File: config.mk
export PLATFORM = sky130hd
export DESIGN_NAME = uart_matrix_parser
export DESIGN_NICKNAME = d
export VERILOG_FILES = /design/src/rtl/uart_matrix_parser.sv
export SDC_FILE = /design/constraint.sdc
export NUM_CORES = 1
export LEC_CHECK = 0
export ABC_AREA = 0
export CAP_MARGIN = 20
export CORE_ASPECT_RATIO = 2
export CORE_MARGIN = 2
export CORE_UTILIZATION = 45
export DETAILED_ROUTE_END_ITERATION = 10
export PLACE_DENSITY_LB_ADDON = 0.12
export SETUP_SLACK_MARGIN = 0.02
export SYNTH_ARGS = -nofsm -noshare
export SYNTH_HDL_FRONTEND = slang
export SYNTH_SLANG_ARGS = --single-unit
File: constraint.sdc
create_clock -name clk -period 4.7 [get_ports clk]
set_input_delay 0.705 -clock clk [delete_from_list [all_inputs] [get_ports clk]]
set_output_delay 0.705 -clock clk [all_outputs]
set_load 0.05 [all_outputs]
File: src/rtl/uart_matrix_parser.sv
// Parses ASCII "rows cols e0 e1 ..." from the UART RX into one flattened matrix write.
// Optional inter-byte timeout (error code 4) is enabled by defining PARSER_TIMEOUT_EN.
module uart_matrix_parser #(
    parameter int DATA_WIDTH     = 9,
    parameter int MAX_DIM        = 5,
    parameter int MAX_VAL        = 511,
    parameter int TIMEOUT_CYCLES = 100000000
) (
    input  logic                     clk,
    input  logic                     rst_n,
    input  logic                     start,
    input  logic [7:0]               rx_data,
    input  logic                     rx_valid,
    output logic                     busy,
    output logic                     wr_en,
    output logic [2:0]               wr_row,
    output logic [2:0]               wr_col,
    output logic [25*DATA_WIDTH-1:0] wr_data,
    output logic                     done,
    output logic                     err,
    output logic [2:0]               err_code
);

    localparam int ACC_W = DATA_WIDTH + 4;
    localparam int BUS_W = 25 * DATA_WIDTH;

    generate
        if (MAX_DIM > 5 || MAX_DIM < 1 || MAX_VAL > (2**DATA_WIDTH) - 1 || TIMEOUT_CYCLES < 2) begin : g_param_check
            $error("uart_matrix_parser: illegal parameter combination");
        end
    endgenerate

    typedef enum logic [2:0] {IDLE, GET_ROW, GET_COL, GET_ELEM, COMMIT, ERROR} state_t;

    state_t           state;
    logic [ACC_W-1:0] acc;
    logic             ovf;
    logic             have_digit;
    logic [4:0]       elem_cnt;
    logic [2:0]       rows;
    logic [2:0]       cols;
    logic [BUS_W-1:0] elem_buf;
    logic [BUS_W-1:0] buf_next;
    logic [ACC_W-1:0] acc_next;
    logic [5:0]       total;
    logic             is_digit;
    logic             is_delim;
    logic             dim_ok;

    assign is_digit = (rx_data >= 8'h30) && (rx_data <= 8'h39);
    assign is_delim = (rx_data == 8'h20) || (rx_data == 8'h0D) || (rx_data == 8'h0A);
    assign acc_next = acc * ACC_W'(10) + ACC_W'(rx_data[3:0]);
    assign dim_ok   = !ovf && (acc >= ACC_W'(1)) && (acc <= ACC_W'(MAX_DIM));
    assign total    = {3'b000, rows} * {3'b000, cols};

    // The buffer as it will look once the current token is stored, so the final
    // element can go straight onto wr_data in the same cycle it is stored.
    always_comb begin
        buf_next = elem_buf;
        buf_next[int'(elem_cnt)*DATA_WIDTH +: DATA_WIDTH] = acc[DATA_WIDTH-1:0];
    end

`ifdef PARSER_TIMEOUT_EN
    localparam int TMO_W = $clog2(TIMEOUT_CYCLES + 1);
    logic [TMO_W-1:0] tmo_cnt;

    always_ff @(posedge clk or negedge rst_n) begin
        if (!rst_n) begin
            tmo_cnt <= '0;
        end else if ((state == GET_ROW || state == GET_COL || state == GET_ELEM) && !rx_valid) begin
            tmo_cnt <= tmo_cnt + TMO_W'(1);
        end else begin
            tmo_cnt <= '0;
        end
    end
`endif

    always_ff @(posedge clk or negedge rst_n) begin
        if (!rst_n) begin
            state      <= IDLE;
            acc        <= '0;
            ovf        <= 1'b0;
            have_digit <= 1'b0;
            elem_cnt   <= '0;
            rows       <= '0;
            cols       <= '0;
            elem_buf   <= '0;
            busy       <= 1'b0;
            wr_en      <= 1'b0;
            wr_row     <= '0;
            wr_col     <= '0;
            wr_data    <= '0;
            done       <= 1'b0;
            err        <= 1'b0;
            err_code   <= '0;
        end else begin
            wr_en <= 1'b0;
            done  <= 1'b0;
            err   <= 1'b0;
            case (state)
                IDLE: begin
                    if (start) begin
                        state      <= GET_ROW;
                        busy       <= 1'b1;
                        elem_buf   <= '0;
                        err_code   <= '0;
                        acc        <= '0;
                        ovf        <= 1'b0;
                        have_digit <= 1'b0;
                        elem_cnt   <= '0;
                    end
                end
                GET_ROW, GET_COL, GET_ELEM: begin
                    if (rx_valid) begin
                        if (is_digit) begin
                            have_digit <= 1'b1;
                            // Freeze the accumulator once it overflows so it can never wrap back into range.
                            if (!ovf) begin
                                acc <= acc_next;
                                if (acc_next > ACC_W'(MAX_VAL)) ovf <= 1'b1;
                            end
                        end else if (is_delim) begin
                            if (have_digit) begin
                                acc        <= '0;
                                ovf        <= 1'b0;
                                have_digit <= 1'b0;
                                if (state == GET_ELEM) begin
                                    if (ovf) begin
                                        state    <= ERROR;
                                        err      <= 1'b1;
                                        err_code <= 3'd3;
                                    end else begin
                                        elem_buf <= buf_next;
                                        elem_cnt <= elem_cnt + 5'd1;
                                        if ({1'b0, elem_cnt} + 6'd1 == total) begin
                                            state   <= COMMIT;
                                            wr_en   <= 1'b1;
                                            done    <= 1'b1;
                                            wr_row  <= rows;
                                            wr_col  <= cols;
                                            wr_data <= buf_next;
                                        end
                                    end
                                end else if (!dim_ok) begin
                                    state    <= ERROR;
                                    err      <= 1'b1;
                                    err_code <= 3'd2;
                                end else if (state == GET_ROW) begin
                                    rows  <= acc[2:0];
                                    state <= GET_COL;
                                end else begin
                                    cols     <= acc[2:0];
                                    elem_cnt <= '0;
                                    state    <= GET_ELEM;
                                end
                            end
                        end else begin
                            state    <= ERROR;
                            err      <= 1'b1;
                            err_code <= 3'd1;
                        end
                    end
`ifdef PARSER_TIMEOUT_EN
                    else if (tmo_cnt == TMO_W'(TIMEOUT_CYCLES - 1)) begin
                        state    <= ERROR;
                        err      <= 1'b1;
                        err_code <= 3'd4;
                    end
`endif
                end
                COMMIT, ERROR: begin
                    busy  <= 1'b0;
                    state <= IDLE;
                end
                default: begin
                    busy  <= 1'b0;
                    state <= IDLE;
                end
            endcase
        end
    end

endmodule

==> After elaboration in Yosys (flattened, before gate mapping) <==
Index checks and enable logic that the tools add are counted.
Widths: inputs -> output; s select.
{ "word_totals": {"reg_bits": 491, "output_inout_bits": 238, "elab_cells": 154} }
{ "op_classes": {"shifts": 2, "multipliers": 3, "n_mux": 76, "magnitude_cmp": 5, "n_bitwise": 5, "reduce_logical": 20, "addsub": 4, "n_eq_ne": 24} }
{ "op_table": {"columns": ["cell", "n"], "rows": [
  ["$mux 225", 7],
  ["$pmux 225 s2", 1],
  ["$bwmux 225", 1],
  ["$shift 9x33->225 const A", 1],
  ["$shiftx 9x33->225", 1],
  ["$mux 13", 6],
  ["$mux 3", 17],
  ["$mux 5", 9],
  ["$neg 9->33", 1],
  ["$reduce_and 8->1", 4],
  ["$mux 1", 28],
  ["$pmux 13 s2", 1],
  ["$ne 3x3->1 const B", 7],
  ["$eq 8x4->1 const B", 2],
  ["$ne 2x2->1 const B", 7],
  ["$add 13x4->13", 1],
  ["$ge 13x1->1 const B", 1],
  ["$gt 13x9->1 const B", 1],
  ["$le 13x3->1 const B", 1],
  ["$mul 13x3->12 const B", 1],
  ["$pmux 3 s2", 2],
  ["$pmux 5 s2", 1],
  ["$reduce_and 5->1", 2],
  ["$mul 5x4->9 const B", 1],
  ["24 further kinds", 35]
]} }

==> Longest topological paths before layout <==
{ "logic_depth": {"depth_word": 11, "mapped_depth": 14} }

==> Worst setup path before layout <==
Ideal clock, no wire load.
{ "synth_timing": {"path_type": "register to register", "from": "register cols[2]", "to": "register wr_col[0]", "period_less_slack_ps": 3674, "n_path_buf": 3, "t_required_ps": 4572, "arrival_time_ps": 3546, "slack_ps": 1026, "path_stages_with_launch": 13, "path_cell_list": "dfrtp_1 > and2_1 > fa_1 > ha_1 > fa_1 > xnor3_1 > xor2_1 > a2111oi_0 > o211ai_1 > buf_2 > buf_2 > buf_6 > mux2_1"} }
{ "synth_via": {"elab_chain_cells": 3} }
{ "synth_rtl": {"columns": ["item", "line", "source"], "rows": [
  ["start: declaration", "41", "logic [2:0] cols;"],
  ["start signal: assignment", "152", "cols <= acc[2:0];"],
  ["$mul 3x3->6", "54", "assign total = {3'b000, rows} * {3'b000, cols};"],
  ["$eq 6x6->1", "135", "if ({1'b0, elem_cnt} + 6'd1 == total) begin"],
  ["$reduce_and 8->1 (no line)", null, null],
  ["end signal: assignment", "140", "wr_col <= cols;"],
  ["end: declaration", "17", "output logic [2:0] wr_col,"]
]} }
No other way between the ends.
A chain may end at the register's enable or synchronous reset.

==> Worst setup path after layout <==
{ "layout_timing": {"from": "register rows[0]", "to": "register wr_data[224]"} }
{ "layout_via": {"elab_chain_cells": 3} }
{ "layout_rtl": {"columns": ["item", "line", "source"], "rows": [
  ["start: declaration", "40", "logic [2:0] rows;"],
  ["start signal: assignment", "149", "rows <= acc[2:0];"],
  ["$mul 3x3->6", "54", null],
  ["$eq 6x6->1", "135", null],
  ["$reduce_and 8->1 (no line)", null, null],
  ["end signal: assignment", "141", "wr_data <= buf_next;"],
  ["end: declaration", "18", "output logic [25*DATA_WIDTH-1:0] wr_data,"]
]} }
No other way between the ends.

==> run metrics <==
static leakage 11.6 nW; quantity of I/O buffers inserted on ports 248; Final min period 3.88 ns; Max-Cap Viols 0; worst min path class input pin to asynchronous set/reset pin; Data required, critical path 5.12 ns; pin count of the biggest net entering global routing 146; number of resized instances in the post-cts repair step 0; die area 51100 µm²; average instance area after synthesis 10.8 µm²; capturing element type of the critical path flip-flop; Post-Synthesis Net Count 2092; wire length of the first global-routing pass 99900 µm; power density normalized to cell area 343 nW/µm²; sink count of the clock tree 490; number of synthesized flops with an enable pin 0; count of fill cells added during filler insertion 4302; proportion of register bits with asynchronous set or reset after synthesis 1.00; final hold violation count 0; final setup TNS 0 ns; library cell used as clock root buffer sky130_fd_sc_hd__clkbuf_16; clk_skew 0.0167 ns; initial core utilization 0.453; clock buffers created by TritonCTS 44; CTS tree built; commonest non-fill, non-tap cells in the layout sky130_fd_sc_hd__dfrtp_1 (490), sky130_fd_sc_hd__nand2_1 (308), sky130_fd_sc_hd__clkdlybuf4s50_1 (247); worst max-slew margin expressed relative to the limit 0.294; H-tree depth 2; via count of the first global-routing pass 16300; maximum number of buffers from clock root to sink 3; grt total ovfl 0; register area share after synthesis 0.554; chip width 161 µm; number of buffers inserted for hold repair after clock tree synthesis 0; outcome finished, final reports clean; final-layout worst hold slack 0.113 ns; Final Max Slew Viols 0; Sequential cell area 12300 µm²; final core area utilization 0.547; delay of the slowest cell on the worst path 0.48 ns; clk slew on worst S/H paths 0.06 ns; most frequent standard cell in the layout excluding fill and tap cells sky130_fd_sc_hd__dfrtp_1; remaining design rule violation count 0; dominant cell type by count on the critical path sky130_fd_sc_hd__fa_1; critical path's slowest cell sky130_fd_sc_hd__a2111oi_0; average wire length per cell after detail routing 22.0 µm; multi-input gate area in the final layout 9210 µm²; number of vias per cell 5.70; flop and latch count out of synthesis 490; total global-route track usage 0.251; Layout Nets 2262; synthesis-to-layout area growth 20.8%; DR vias 16500; setup bufs post-CTS 0; peak fanout along the critical path 145; slew at the pin closest to its max-slew limit 1.05 ns; critical-path cell list and2_1 -> fa_1 -> ha_1 -> fa_1 -> xnor3_1 -> xor2_1 -> a2111oi_0 -> o211ai_1 -> buf_4 -> buf_12 -> nand2_1 -> o21ai_0; ANT nets after route 0; synth unique cells 67; cell count after synthesis 2047; setup-violating endpoint count in the final report 0; Skew-Pair Late Insertion Delay 0.58 ns; main flop type after synthesis sky130_fd_sc_hd__dfrtp_1; DR pass1 iterations 5; Placer Congestion 0.843; CP Data Arrival Time 4.30 ns; share of final-layout standard cells stronger than drive strength 1 0.0578; total length of routed wires 63600 µm; RSZ-0062 raised after global routing false; I/O pin count 250; category of the worst setup path launch point flip-flop; antenna diode count 0; area of the core region 48900 µm²; class of the most critical setup path flip-flop to flip-flop; final worst path period share 0.825; number of standard-cell rows in the floorplan 115; peak supply drop 0.231 mV; number of design-rule violations left by the first detailed-router iteration 1137; Die Y 318 µm; top achievable clock speed 258 MHz; count of warnings emitted by yosys 0; number of antenna violations at the first check in global routing 1; netlist area before placement 22100 µm²; HPWL after DPL 42800 µm
==> metrics by stage <==
step	cell area (µm²)	power [mW]	cells	setup slack, ns
floorplan	22100	4.93	2047	1.03
global placement	25200	5.34	2813	0.891
detailed placement	25200	5.34	2814	0.781
CTS	26700	9.25	2892	0.810
global route	26700	9.52	2892	0.455
finish	26700	9.17	2892	0.823
==> per-layer routing <==
layer	up-vias	routed length, µm	global-route usage
li1	7712	-	-
met1	8102	27800	0.350
met2	549	30100	0.399
met3	121	3440	0.0373
met4	0	2260	0.0915
met5	-	0	0
==> critical path: cells and delay by family (launching register included) <==
kind                       cells  cell delay, ns
AOI/OAI and AO/OA              3            0.79
buffers and inverters          2            0.46
xor gates and xnor gates       2            0.55
DFF                            1            0.42
and+or+nand+nor                2            0.33
adders and majority gates      3            1.09
==> where the power goes <==
group          total (mW)  switching (mW)  internal (mW)
clock                3.90            1.62           2.28
combinational       0.984           0.773          0.211
sequential           4.28          0.0396           4.24
==> area by class of cell <==
cell class	instances	share of cell area
flip-flops and latches	490	0.459
multi-input cells	1383	0.345
repair buffers	287	0.107
clock buffers	65	0.0494
well taps	643	0.0301
clock inverters	13	0.00842
inverters	11	0.00154
==> cells by family (layout without fill, tap and decap cells) <==
group / after synthesis / after routing / synth area share
AOI/OAI and AO/OA: 614 / 614 / 0.189
xor gates and xnor gates: 20 / 20 / 0.00916
adders and majority gates: 33 / 33 / 0.0200
buffers and inverters: 174 / 376 / 0.0306
DFF: 490 / 490 / 0.554
muxes: 213 / 213 / 0.0970
other: 1 / 1 / 0.000169
and+or+nand+nor: 502 / 502 / 0.101
==> path summary, 6_finish.rpt <==
check | from | end | slack (ns) | cells past startpoint
max | rows[0]$_DFFE_PN0P_ | wr_data[224]$_DFFE_PN0P_ | 0.82 | 12
min | rst_n | wr_data[59]$_DFFE_PN0P_ | 0.11 | 1
max reg2reg | rows[0]$_DFFE_PN0P_ | wr_data[224]$_DFFE_PN0P_ | 0.82 | 12
min reg2reg | wr_data[64]$_DFFE_PN0P_ | wr_data[64]$_DFFE_PN0P_ | 0.48 | 2
max in group asynchronous | rst_n | wr_data[212]$_DFFE_PN0P_ | 3.49 | 2
min in group clk | wr_data[64]$_DFFE_PN0P_ | wr_data[64]$_DFFE_PN0P_ | 0.48 | 2
==> sequential cells by signal (all words and copies together), names as in the netlist, 2 cells and up <==
signal    cells
acc          13
cols          3
elem_buf    225
elem_cnt      5
err_code      2
rows          3
state         3
wr_col        3
wr_data     225
wr_row        3
==> cells in the mapped netlist (6+ instances only) <==
cell type,n,share of area
sky130_fd_sc_hd__xor2_1,9,0.0036
sky130_fd_sc_hd__nor4_1,7,0.0020
sky130_fd_sc_hd__nor2_1,59,0.010
sky130_fd_sc_hd__mux2_1,6,0.0031
sky130_fd_sc_hd__buf_1,26,0.0044
sky130_fd_sc_hd__inv_1,10,0.0017
sky130_fd_sc_hd__a22o_1,93,0.037
sky130_fd_sc_hd__nor2b_1,12,0.0034
sky130_fd_sc_hd__dfrtp_1,490,0.55
sky130_fd_sc_hd__xnor2_1,9,0.0036
sky130_fd_sc_hd__a32o_1,17,0.0077
sky130_fd_sc_hd__a21o_1,15,0.0051
sky130_fd_sc_hd__o21ai_1,55,0.012
sky130_fd_sc_hd__nand2b_1,11,0.0031
sky130_fd_sc_hd__mux2_2,6,0.0031
sky130_fd_sc_hd__and3_1,27,0.0076
sky130_fd_sc_hd__ha_1,29,0.016
sky130_fd_sc_hd__o2bb2ai_1,120,0.047
sky130_fd_sc_hd__a21oi_1,49,0.011
sky130_fd_sc_hd__nor3_1,9,0.0020
sky130_fd_sc_hd__nand2_1,308,0.052
sky130_fd_sc_hd__mux2i_1,201,0.091
sky130_fd_sc_hd__or3_1,9,0.0025
sky130_fd_sc_hd__o21ai_0,214,0.048
sky130_fd_sc_hd__clkbuf_1,126,0.021
sky130_fd_sc_hd__o31ai_1,9,0.0031
sky130_fd_sc_hd__and2_1,23,0.0065
sky130_fd_sc_hd__nand3_1,16,0.0036
sky130_fd_sc_hd__buf_2,8,0.0018
(Power assumes the default switching activity.)
